[config.mk]
export PLATFORM = sky130hd
export DESIGN_NAME = usb_word_packer_flat
export DESIGN_NICKNAME = d
export VERILOG_FILES = /design/src/rtl/usb_word_packer_if.sv /design/src/rtl/usb_word_packer.sv /design/src/flat_wrapper.sv
export SDC_FILE = /design/constraint.sdc
export NUM_CORES = 1
export LEC_CHECK = 0
export BUFFER_PORTS_ARGS = -buffer_cell sky130_fd_sc_hd__buf_2
export CAP_MARGIN = 25
export CORE_ASPECT_RATIO = 1.5
export CORE_MARGIN = 4
export CORE_UTILIZATION = 25
export DETAILED_ROUTE_END_ITERATION = 10
export SETUP_SLACK_MARGIN = 0.02
export SYNTH_ARGS = -nofsm -noshare
export SYNTH_HDL_FRONTEND = slang
export SYNTH_SLANG_ARGS = --single-unit
[constraint.sdc]
create_clock -name clk -period 5.2 [get_ports clk]
set_input_delay 1.3 -clock clk [delete_from_list [all_inputs] [get_ports clk]]
set_output_delay 1.3 -clock clk [all_outputs]
set_load 0.005 [all_outputs]
[src/rtl/usb_word_packer_if.sv]
// rtl/usb_word_packer_if.sv - word input, USB bridge half-word output and status bundle
//
// Purpose: groups the packer's data-path and status signals so the packer and
// its environment connect through a single port.
// Signals:
//   i_data       32         word from the serial synchronizer
//   i_data_ready 1          one-cycle strobe qualifying i_data
//   usb_full     1          USB bridge FIFO cannot take a write this cycle
//   o_usb_data   16         half-word presented to the USB bridge
//   o_usb_wr     1          USB bridge write enable
//   overflow     1          sticky dropped-word flag
//   level        ADDR_W+1   internal FIFO occupancy
// Modports: slave = packer side, master = environment side.
interface usb_word_packer_if #(
  parameter int ADDR_W = 4
);
  logic [31:0]     i_data;
  logic            i_data_ready;
  logic            usb_full;
  logic [15:0]     o_usb_data;
  logic            o_usb_wr;
  logic            overflow;
  logic [ADDR_W:0] level;

  modport slave (
    input  i_data, i_data_ready, usb_full,
    output o_usb_data, o_usb_wr, overflow, level
  );

  modport master (
    output i_data, i_data_ready, usb_full,
    input  o_usb_data, o_usb_wr, overflow, level
  );
endinterface

[src/rtl/usb_word_packer.sv]
// rtl/usb_word_packer.sv - buffers 32-bit words and writes them as 16-bit halves to the USB bridge
//
// Purpose: strobed 32-bit words are queued in a DEPTH-entry FIFO, then a
// three-state read FSM moves each word into a hold register and emits its low
// half followed by its high half under the bridge's full-flag backpressure.
// Words arriving while the FIFO is full are dropped and flagged sticky.
// Ports:
//   clk  system clock, rising edge
//   rst  asynchronous active-high reset
//   bus  usb_word_packer_if.slave (i_data, i_data_ready, usb_full in;
//        o_usb_data, o_usb_wr, overflow, level out)
module usb_word_packer #(
  parameter int DEPTH  = 16,
  parameter int ADDR_W = 4
) (
  input  logic                  clk,
  input  logic                  rst,
  usb_word_packer_if.slave      bus
);

  typedef enum logic [1:0] {
    IDLE = 2'd0,
    LOW  = 2'd1,
    HIGH = 2'd2
  } state_t;

  localparam logic [ADDR_W:0] DEPTH_C = (ADDR_W + 1)'(DEPTH);

  logic [31:0]       mem [DEPTH];
  logic [ADDR_W-1:0] wr_ptr_q, wr_ptr_d;
  logic [ADDR_W-1:0] rd_ptr_q, rd_ptr_d;
  logic [ADDR_W:0]   count_q, count_d;
  logic [31:0]       hold_q;
  logic [15:0]       usb_data_q;
  logic              overflow_q;
  state_t            state_q;

  logic        full;
  logic        empty;
  logic        push;
  logic        pop;
  logic        xfer;
  logic [31:0] head;

  assign full  = (count_q == DEPTH_C);
  assign empty = (count_q == '0);
  assign head  = mem[rd_ptr_q];

  // A strobe while full is dropped even if a pop frees a slot this cycle.
  assign push = bus.i_data_ready && !full;

  // usb_full is used in its same-cycle value: this is the only combinational
  // path from an input to an output.
  assign xfer = (state_q != IDLE) && !bus.usb_full;

  // The hold register is refilled from IDLE, or straight after the high half
  // goes out so consecutive words stream without a bubble.
  assign pop = !empty && ((state_q == IDLE) || ((state_q == HIGH) && xfer));

  always_comb begin
    wr_ptr_d = wr_ptr_q;
    rd_ptr_d = rd_ptr_q;
    count_d  = count_q;
    if (push) wr_ptr_d = wr_ptr_q + ADDR_W'(1);
    if (pop)  rd_ptr_d = rd_ptr_q + ADDR_W'(1);
    case ({push, pop})
      2'b10:   count_d = count_q + (ADDR_W + 1)'(1);
      2'b01:   count_d = count_q - (ADDR_W + 1)'(1);
      default: count_d = count_q;
    endcase
  end

  // Storage carries no reset; stale entries are unreachable once pointers clear.
  always_ff @(posedge clk) begin
    if (push) mem[wr_ptr_q] <= bus.i_data;
  end

  always_ff @(posedge clk or posedge rst) begin
    if (rst) begin
      wr_ptr_q   <= '0;
      rd_ptr_q   <= '0;
      count_q    <= '0;
      overflow_q <= 1'b0;
    end else begin
      wr_ptr_q <= wr_ptr_d;
      rd_ptr_q <= rd_ptr_d;
      count_q  <= count_d;
      if (bus.i_data_ready && full) overflow_q <= 1'b1;
    end
  end

  // Read FSM; o_usb_data is registered alongside the state so it already
  // holds the half belonging to the next state.
  always_ff @(posedge clk or posedge rst) begin
    if (rst) begin
      state_q    <= IDLE;
      hold_q     <= '0;
      usb_data_q <= '0;
    end else begin
      case (state_q)
        IDLE: begin
          if (!empty) begin
            hold_q     <= head;
            usb_data_q <= head[15:0];
            state_q    <= LOW;
          end
        end
        LOW: begin
          if (xfer) begin
            usb_data_q <= hold_q[31:16];
            state_q    <= HIGH;
          end
        end
        HIGH: begin
          if (xfer) begin
            if (!empty) begin
              hold_q     <= head;
              usb_data_q <= head[15:0];
              state_q    <= LOW;
            end else begin
              usb_data_q <= '0;
              state_q    <= IDLE;
            end
          end
        end
        default: begin
          usb_data_q <= '0;
          state_q    <= IDLE;
        end
      endcase
    end
  end

  assign bus.o_usb_data = usb_data_q;
  assign bus.o_usb_wr   = xfer;
  assign bus.overflow   = overflow_q;
  assign bus.level      = count_q;

endmodule

[src/flat_wrapper.sv]
// flat-port wrapper written by rule: the top's interface ports become plain ports
module usb_word_packer_flat 
#(
  parameter int DEPTH  = 16,
  parameter int ADDR_W = 4
)
  (clk, rst, bus_i_data, bus_i_data_ready, bus_usb_full, bus_o_usb_data, bus_o_usb_wr, bus_overflow, bus_level);
  usb_word_packer_if #(.ADDR_W(ADDR_W)) bus_i ();
  input  logic clk;
  input  logic rst;
  input wire logic [$bits(bus_i.i_data)-1:0] bus_i_data;
  input wire logic [$bits(bus_i.i_data_ready)-1:0] bus_i_data_ready;
  input wire logic [$bits(bus_i.usb_full)-1:0] bus_usb_full;
  output wire logic [$bits(bus_i.o_usb_data)-1:0] bus_o_usb_data;
  output wire logic [$bits(bus_i.o_usb_wr)-1:0] bus_o_usb_wr;
  output wire logic [$bits(bus_i.overflow)-1:0] bus_overflow;
  output wire logic [$bits(bus_i.level)-1:0] bus_level;
  assign bus_i.i_data = bus_i_data;
  assign bus_i.i_data_ready = bus_i_data_ready;
  assign bus_i.usb_full = bus_usb_full;
  assign bus_o_usb_data = bus_i.o_usb_data;
  assign bus_o_usb_wr = bus_i.o_usb_wr;
  assign bus_overflow = bus_i.overflow;
  assign bus_level = bus_i.level;
  usb_word_packer #(.DEPTH(DEPTH), .ADDR_W(ADDR_W)) u_core (.clk(clk), .rst(rst), .bus(bus_i));
endmodule
==> results of run 1 <==
-- report_power, final --
| group | switching, µW | internal, µW |
|---|---|---|
| Clock | 1590 | 1930 |
| Combinational | 1850 | 1740 |
| Sequential | 577 | 5510 |
-- critical path: cells and delay by family --
kind            cells  cell delay, ns
simple gates        3            0.69
fa+ha+maj           2            0.65
compound gates      3            0.63
buf+inv             3            0.47
xor+xnor            1            0.13
-- metrics by stage --
step	hold WS, ns	power, µW	std cells	worst slack, ns
floorplan	0.452	8520	1019	0.564
global placement	0.448	9770	2191	1.07
detailed placement	0.457	9850	2195	1.13
CTS	0.473	13400	2278	1.73
global route	0.496	13800	2279	1.64
finish	0.469	13200	2282	1.74
-- layout make-up --
type / instances / area (µm²) / area share (%)
clock inverters: 28 / 265 / 1.05
diodes: 3 / 7.51 / 0.0297
repair buffers: 95 / 682 / 2.70
flip-flops and latches: 560 / 16600 / 65.7
clock buffers: 55 / 1250 / 4.95
well taps: 1139 / 1430 / 5.64
inverters: 9 / 36.3 / 0.144
multi-input cells: 393 / 5000 / 19.8
-- metal layers --
layer	vias to the layer above	part of all wire (%)	track usage (%)	wire length, µm
met2	251	54	20.1	27300
met3	76	4.7	1.82	2380
met4	8	2.3	2.96	1140
met5	-	0.089	0	45
met1	5474	39	12.8	19500
li1	4380	-	-	-
-- placed cells by master (no fill, tap or decap), drive strengths merged, types with 2 or more instances in the layout --
master and instances:
a211o 16, a21o 2, a21oi 14, a22oi 5, buf 94, bufinv 4, clkbuf 56, clkinv 16
clkinvlp 6, dfrtp 48, diode 3, edfxtp 512, ha 9, inv 11, mux2 11, mux2i 65
mux4 128, nand2 42, nand2b 3, nand3b 11, nand4 2, nor2 22, nor2b 2, nor3 5
o21ai 5, o221ai 16, o22ai 16, xnor2 8, xor2 2
-- kinds of logic (layout without fill, tap and decap cells) --
family                   count (synthesis)  after routing  synth area share (%)
other                                    0              3                     0
XOR/XNOR                                10             10                 0.402
multiplexers                           204            204                  16.8
buffers and inverters                   66            187                  1.43
AO/OA/AOI/OAI                           78             78                  2.62
adder cells (fa/ha/maj)                 10             10                 0.609
flip-flops                             560            560                  76.1
AND/OR/NAND/NOR                         91             91                  2.01
-- Yosys cell counts (5+ instances only) --
| library cell | number |
|---|---|
| a211o_1 | 16 |
| clkbuf_1 | 18 |
| buf_4 | 6 |
| ha_1 | 9 |
| buf_1 | 13 |
| nor2_1 | 22 |
| o22ai_1 | 16 |
| a21oi_1 | 14 |
| mux2i_1 | 65 |
| buf_2 | 17 |
| dfrtp_1 | 48 |
| xnor2_1 | 8 |
| o221ai_1 | 16 |
| inv_1 | 8 |
| nand3b_1 | 11 |
| a22oi_1 | 5 |
| mux4_2 | 128 |
| mux2_2 | 11 |
| nand2_1 | 41 |
| nor3_1 | 5 |
| edfxtp_1 | 512 |
-- worst max-delay path by stage --
stage                     slack (ns)                  end  depth (start not counted)             start
after floorplan                 0.56     u_core.mem[3][0]                          3  bus_i_data_ready
after global placement          1.07  u_core.bus.level[4]                         12      bus_usb_full
after detailed placement        1.13  u_core.bus.level[4]                         12      bus_usb_full
after CTS                       1.73  u_core.bus.level[4]                         12      bus_usb_full
after global routing            1.64  u_core.bus.level[4]                         12      bus_usb_full
final                           1.74  u_core.bus.level[4]                         12      bus_usb_full
-- sequential cells by signal, indices dropped and copies added, names as in the netlist --
name                   flops
u_core.hold_q             16
u_core.bus.level           5
u_core.bus.overflow        1
u_core.mem               512
u_core.wr_ptr_q            4
u_core.bus.o_usb_data     16
u_core.rd_ptr_q            4
u_core.state_q             2
==> run_results.csv, run 1 <==
group,metric,value,unit
global_routing,grt_pass1_vias,10901,
synth,syn_nets,1065,
synth,async_flop_share,8.57,%
routing,drtIter0Drc,848,
floorplanning,die_h,369,µm
cells_and_area,nFillCells,8295,
routing,num_vias,10189,
cells_and_area,utilization,29.2,%
synth,synth-main-ff-cell,"edfxtp_1",
synth,synth-edff-count,512,
global_routing,grt_use_total,10.8,%
clocking,ctsHtreeMaxLevel,2,
clocking,clk_pin_slew,0.07,ns
synth,yosysWarningCount,0,
routing,finalWirelength,50.4,mm
critical_path,path_class,"in -> reg",
clocking,cts_root_buf,"clkbuf_16",
cells_and_area,num-nets-final,1151,
floorplanning,die_w,249,µm
routing,route.detailed.drc,0,
hold_path,min_from,"u_core.bus.overflow",
critical_path,reg2reg_to,"u_core.bus.level[4]",
sta,finalSetupViolations,0,
synth,synth_top_cell_by_area,"edfxtp_1",
sta,fin_worst_skew,0.0138,ns
cells_and_area,syn_to_final_growth,16.0,%
sta,slew_headroom,35.6,%
sta,max_freq,289,MHz
pwr,p_leak,0.00820,µW
floorplanning,rows,132,
place,place_area,23700,µm²
hold_path,hold_path.class,"reg -> reg",
critical_path,end_kind,"flop",
clocking,ctsLongestPathBuffers,3,
routing,drt-wirelength-per-cell,22.1,µm
clocking,hold_buffers,0,
synth,synth_cell_types,42,
floorplanning,core-area,86400,µm²
routing,avgViaCountPerCell,4.46,
sta,rsz0062_at_grt,"no",
clocking,postCtsSetupBuffers,0,
status,outcome,"finished clean",
run,max_cap_viol_count,0,
global_routing,antenna_found_initial,9,
clocking,post_cts_resize_count,0,
clocking,numCtsBuffers,46,
critical_path,worstPathRequired,5.63,ns
sta,post-route-min-period,3.46,ns
hold_path,hold_depth,1,
floorplanning,fp.dieArea,92000,µm²
hold_path,hold_end,"u_core.bus.overflow",
cells_and_area,final_area,25200,µm²
floorplanning,start_util,25.2,%
global_routing,grt_max_degree,53,
routing,dr.pass1.iters,5,
critical_path,ff2ff_path_depth,11,
synth,synth_area_leaders,"edfxtp_1, mux4_2, dfrtp_1",
critical_path,crit_chain,"buf_2 > a21oi_1 > o21ai_4 > inv_4 > ha_1 > inv_1 > fa_1 > nor2b_1 > o21ai_0 > nand3_1 > or3b_2 > xnor2_1",
critical_path,rrSetupSlack,1.91,ns
clocking,clock_latency,0.57,ns
sta,hold_viol,0,
floorplanning,io-pin-count,59,
sta,worst_pin_slew,0.966,ns
clocking,cts.sinks,560,
synth,netlist_instances,1019,
clocking,cts_tree,"yes",
synth,synth_area_per_cell,21.4,µm²
critical_path,critical_path.slowest_cell,"or3b_2",
sta,setup_tns,0,ns
pwr,ir_worst_vdd,323,µV
synth,synthesis.area,21800,µm²
critical_path,r2r-start,"u_core.state_q[0]",
global_routing,overflow,0,
synth,synth-seq-area-share,76.1,%
critical_path,cpPeakStageDelay,0.45,ns
critical_path,cp-start-kind,"input port",
place,hpwl,32.1,mm
sta,fin_crit_sh,66.6,%
critical_path,crit_path_max_fanout,18,
routing,antenna_left,0,
sta,drv_slew,0,
cells_and_area,drive_gt1_share,29.1,%
place,portBuffers,58,
critical_path,arrival,3.90,ns
pwr,power_density,523,nW/µm²
place,finalWeightedCongestion,0.781,
synth,ys_ff_latch,560,
global_routing,grt_pass1_wl,75.2,mm
synth,netlist.area_leader.share,70.6,%
(Power assumes the default switching activity.)
==> run 2, diff against run 1 <==
==> constraint.sdc (replaced) <==
create_clock -name clk -period 3.6 [get_ports clk]
set_input_delay 0.9 -clock clk [delete_from_list [all_inputs] [get_ports clk]]
set_output_delay 0.9 -clock clk [all_outputs]
set_load 0.005 [all_outputs]
==> run 2 against run 1 <==
  * Clock-buffer cell count rose by 9
  * Global-route usage rose by 0.076 points
  * Sequential share of layout area fell by 0.44 points
  * Clock skew rose by 0.012 ns
  * Core utilization rose by 0.20 points
  * Die area did not move
  * Power rose by 45%
  * Wire length rose by 1.3%
  * Combinational power rose by 51%
  * Clock power rose by 44%
  * Largest power group unchanged
  * Highest routed layer unchanged
==> run_results.csv, run 2 (same netlist as run 1, synthesis figures left out) <==
group,metric,value,unit
clocking,clk_pin_slew,0.08,ns
sta,fin_ws,0.499,ns
place,hpwl,31.1,mm
clocking,post_cts_resize_count,0,
critical_path,critical_path.slowest_cell,"or4_4",
floorplanning,fp.dieArea,92000,µm²
sta,rsz0062_at_grt,"no",
clocking,cts_tree,"yes",
place,dp_slack,0.285,ns
global_routing,grt_use_met1,12.4,%
routing,drt-wirelength-per-cell,22.1,µm
sta,worst_pin_slew,0.962,ns
global_routing,grt_busiest_layer,"met2",
clocking,cts_root_buf,"clkbuf_16",
critical_path,arrival,3.57,ns
critical_path,crit_path_max_fanout,6,
run,max_cap_viol_count,0,
cells_and_area,largest_register_ffs,512,
critical_path,end_kind,"flop",
global_routing,gr-usage-met2,20.3,%
global_routing,overflow,0,
critical_path,r2r-start,"u_core.bus.level[1]",
sta,setup_tns,0,ns
critical_path,worstPathRequired,4.07,ns
floorplanning,die_h,369,µm
critical_path,path_class,"reg -> reg",
sta,fin_crit_sh,86.1,%
place,portBuffers,58,
global_routing,grt_max_degree,33,
routing,avgViaCountPerCell,4.46,
cells_and_area,final_cell_mix,"edfxtp_1, mux4_2, mux2i_1",
floorplanning,start_util,25.2,%
routing,dr.pass1.iters,5,
global_routing,antenna_found_initial,10,
floorplanning,core-area,86400,µm²
sta,drv_slew,0,
floorplanning,rows,132,
routing,num_vias,10297,
sta,hold_viol,0,
global_routing,grt_pass1_vias,11012,
global_routing,grt_pass1_wl,75.0,mm
pwr,power_density,753,nW/µm²
place,finalWeightedCongestion,0.740,
sta,fin_hold_ws,0.435,ns
cells_and_area,num-nets-final,1171,
global_routing,use_met3,1.92,%
critical_path,crit_chain,"or4_4 > o21ai_4 > inv_4 > ha_1 > ha_1 > nor2b_1 > o21ai_0 > a21oi_1 > or3b_2 > xnor2_1",
pwr,p_leak,0.00832,µW
critical_path,rrSetupSlack,0.50,ns
sta,slew_headroom,35.6,%
place,dpl.cell_count,2215,
pwr,ir_worst_vdd,339,µV
clocking,hold_buffers,0,
sta,post-route-min-period,3.10,ns
critical_path,cp-start-kind,"flop",
hold_path,hold_path.class,"in -> async",
critical_path,cpPeakStageDelay,0.60,ns
sta,max_freq,322,MHz
critical_path,ff2ff_path_depth,10,
critical_path,path_common_cell,"ha_1",
clocking,ctsHtreeMaxLevel,2,
floorplanning,io-pin-count,59,
status,outcome,"finished clean",
floorplanning,die_w,249,µm
clocking,clock_latency,0.58,ns
clocking,cts.sinks,560,
cells_and_area,stdcell_count,2307,
cells_and_area,drive_gt1_share,30.1,%
global_routing,grt_use_total,10.8,%
routing,antenna_left,0,
clocking,postCtsSetupBuffers,0,
cells_and_area,utilization,29.4,%
clocking,ctsLongestPathBuffers,3,
critical_path,reg2reg_to,"u_core.bus.level[4]",
cells_and_area,mostFrequentLayoutCell,"edfxtp_1",
cells_and_area,top_register,"u_core.mem",
routing,drtIter0Drc,763,
clocking,numCtsBuffers,47,
routing,route.detailed.drc,0,
routing,finalWirelength,51.0,mm
sta,finalSetupViolations,0,
cells_and_area,syn_to_final_growth,16.7,%
sta,fin_worst_skew,0.0257,ns
## run 2: changes by cell type in the layout (fill, tap and decap cells not counted), sizes merged
cell | before | now
bufinv | 4 | 3
buf | 94 | 114
diode | 3 | 4
clkbuf | 56 | 64
clkinvlp | 6 | 3
## run 2: layout make-up
cell class	instances	area (µm²)
sequential	560	16600
timing repair buffer	114	823
inverter	9	36.3
fill	8324	61000
antenna	4	10.0
clock buffer	64	1280
multi-input combinational	393	5020
tap	1139	1430
clock inverter	24	234
## run 2: how the worst max path moves through the flow
stage                                   start             endpoint  slack (ns)  cells after the start
after floorplan              bus_i_data_ready    u_core.mem[15][0]        0.22                      3
after global placement           bus_usb_full  u_core.bus.level[4]        0.27                     12
after detailed placement         bus_usb_full  u_core.bus.level[4]        0.28                     12
after CTS                 u_core.bus.level[1]  u_core.bus.level[4]        0.55                     10
after global routing      u_core.bus.level[1]  u_core.bus.level[4]        0.38                     10
final                     u_core.bus.level[1]  u_core.bus.level[4]        0.50                     10
## run 2: per-layer routing
layer / vias up / wire length [µm]
met5: - / 66
met4: 10 / 1600
met3: 95 / 2190
met2: 235 / 27500
met1: 5525 / 19600
li1: 4432 / -
## run 2: worst max-delay path, delay by kind of cell, from the launching register on
family / cells / cell delay [ns]
AOI/OAI and AO/OA: 3 / 0.54
xor gates and xnor gates: 1 / 0.13
adders and majority gates: 2 / 0.59
buffers and inverters: 1 / 0.08
DFF: 1 / 0.44
and+or+nand+nor: 3 / 1.20
## run 2: stage by stage
stage,power [µW],cell area [µm²]
detailed placement,14400,23900
floorplan,12300,21800
global route,20000,25400
global placement,14200,23900
CTS,19400,25400
finish,19100,25400
## run 2: power by group
group          switching, µW  internal [µW]  total [µW]
Clock                   2320           2750        5070
Combinational           2810           2600        5410
Sequential               709           7960        8670
Total                   5840          13300       19100
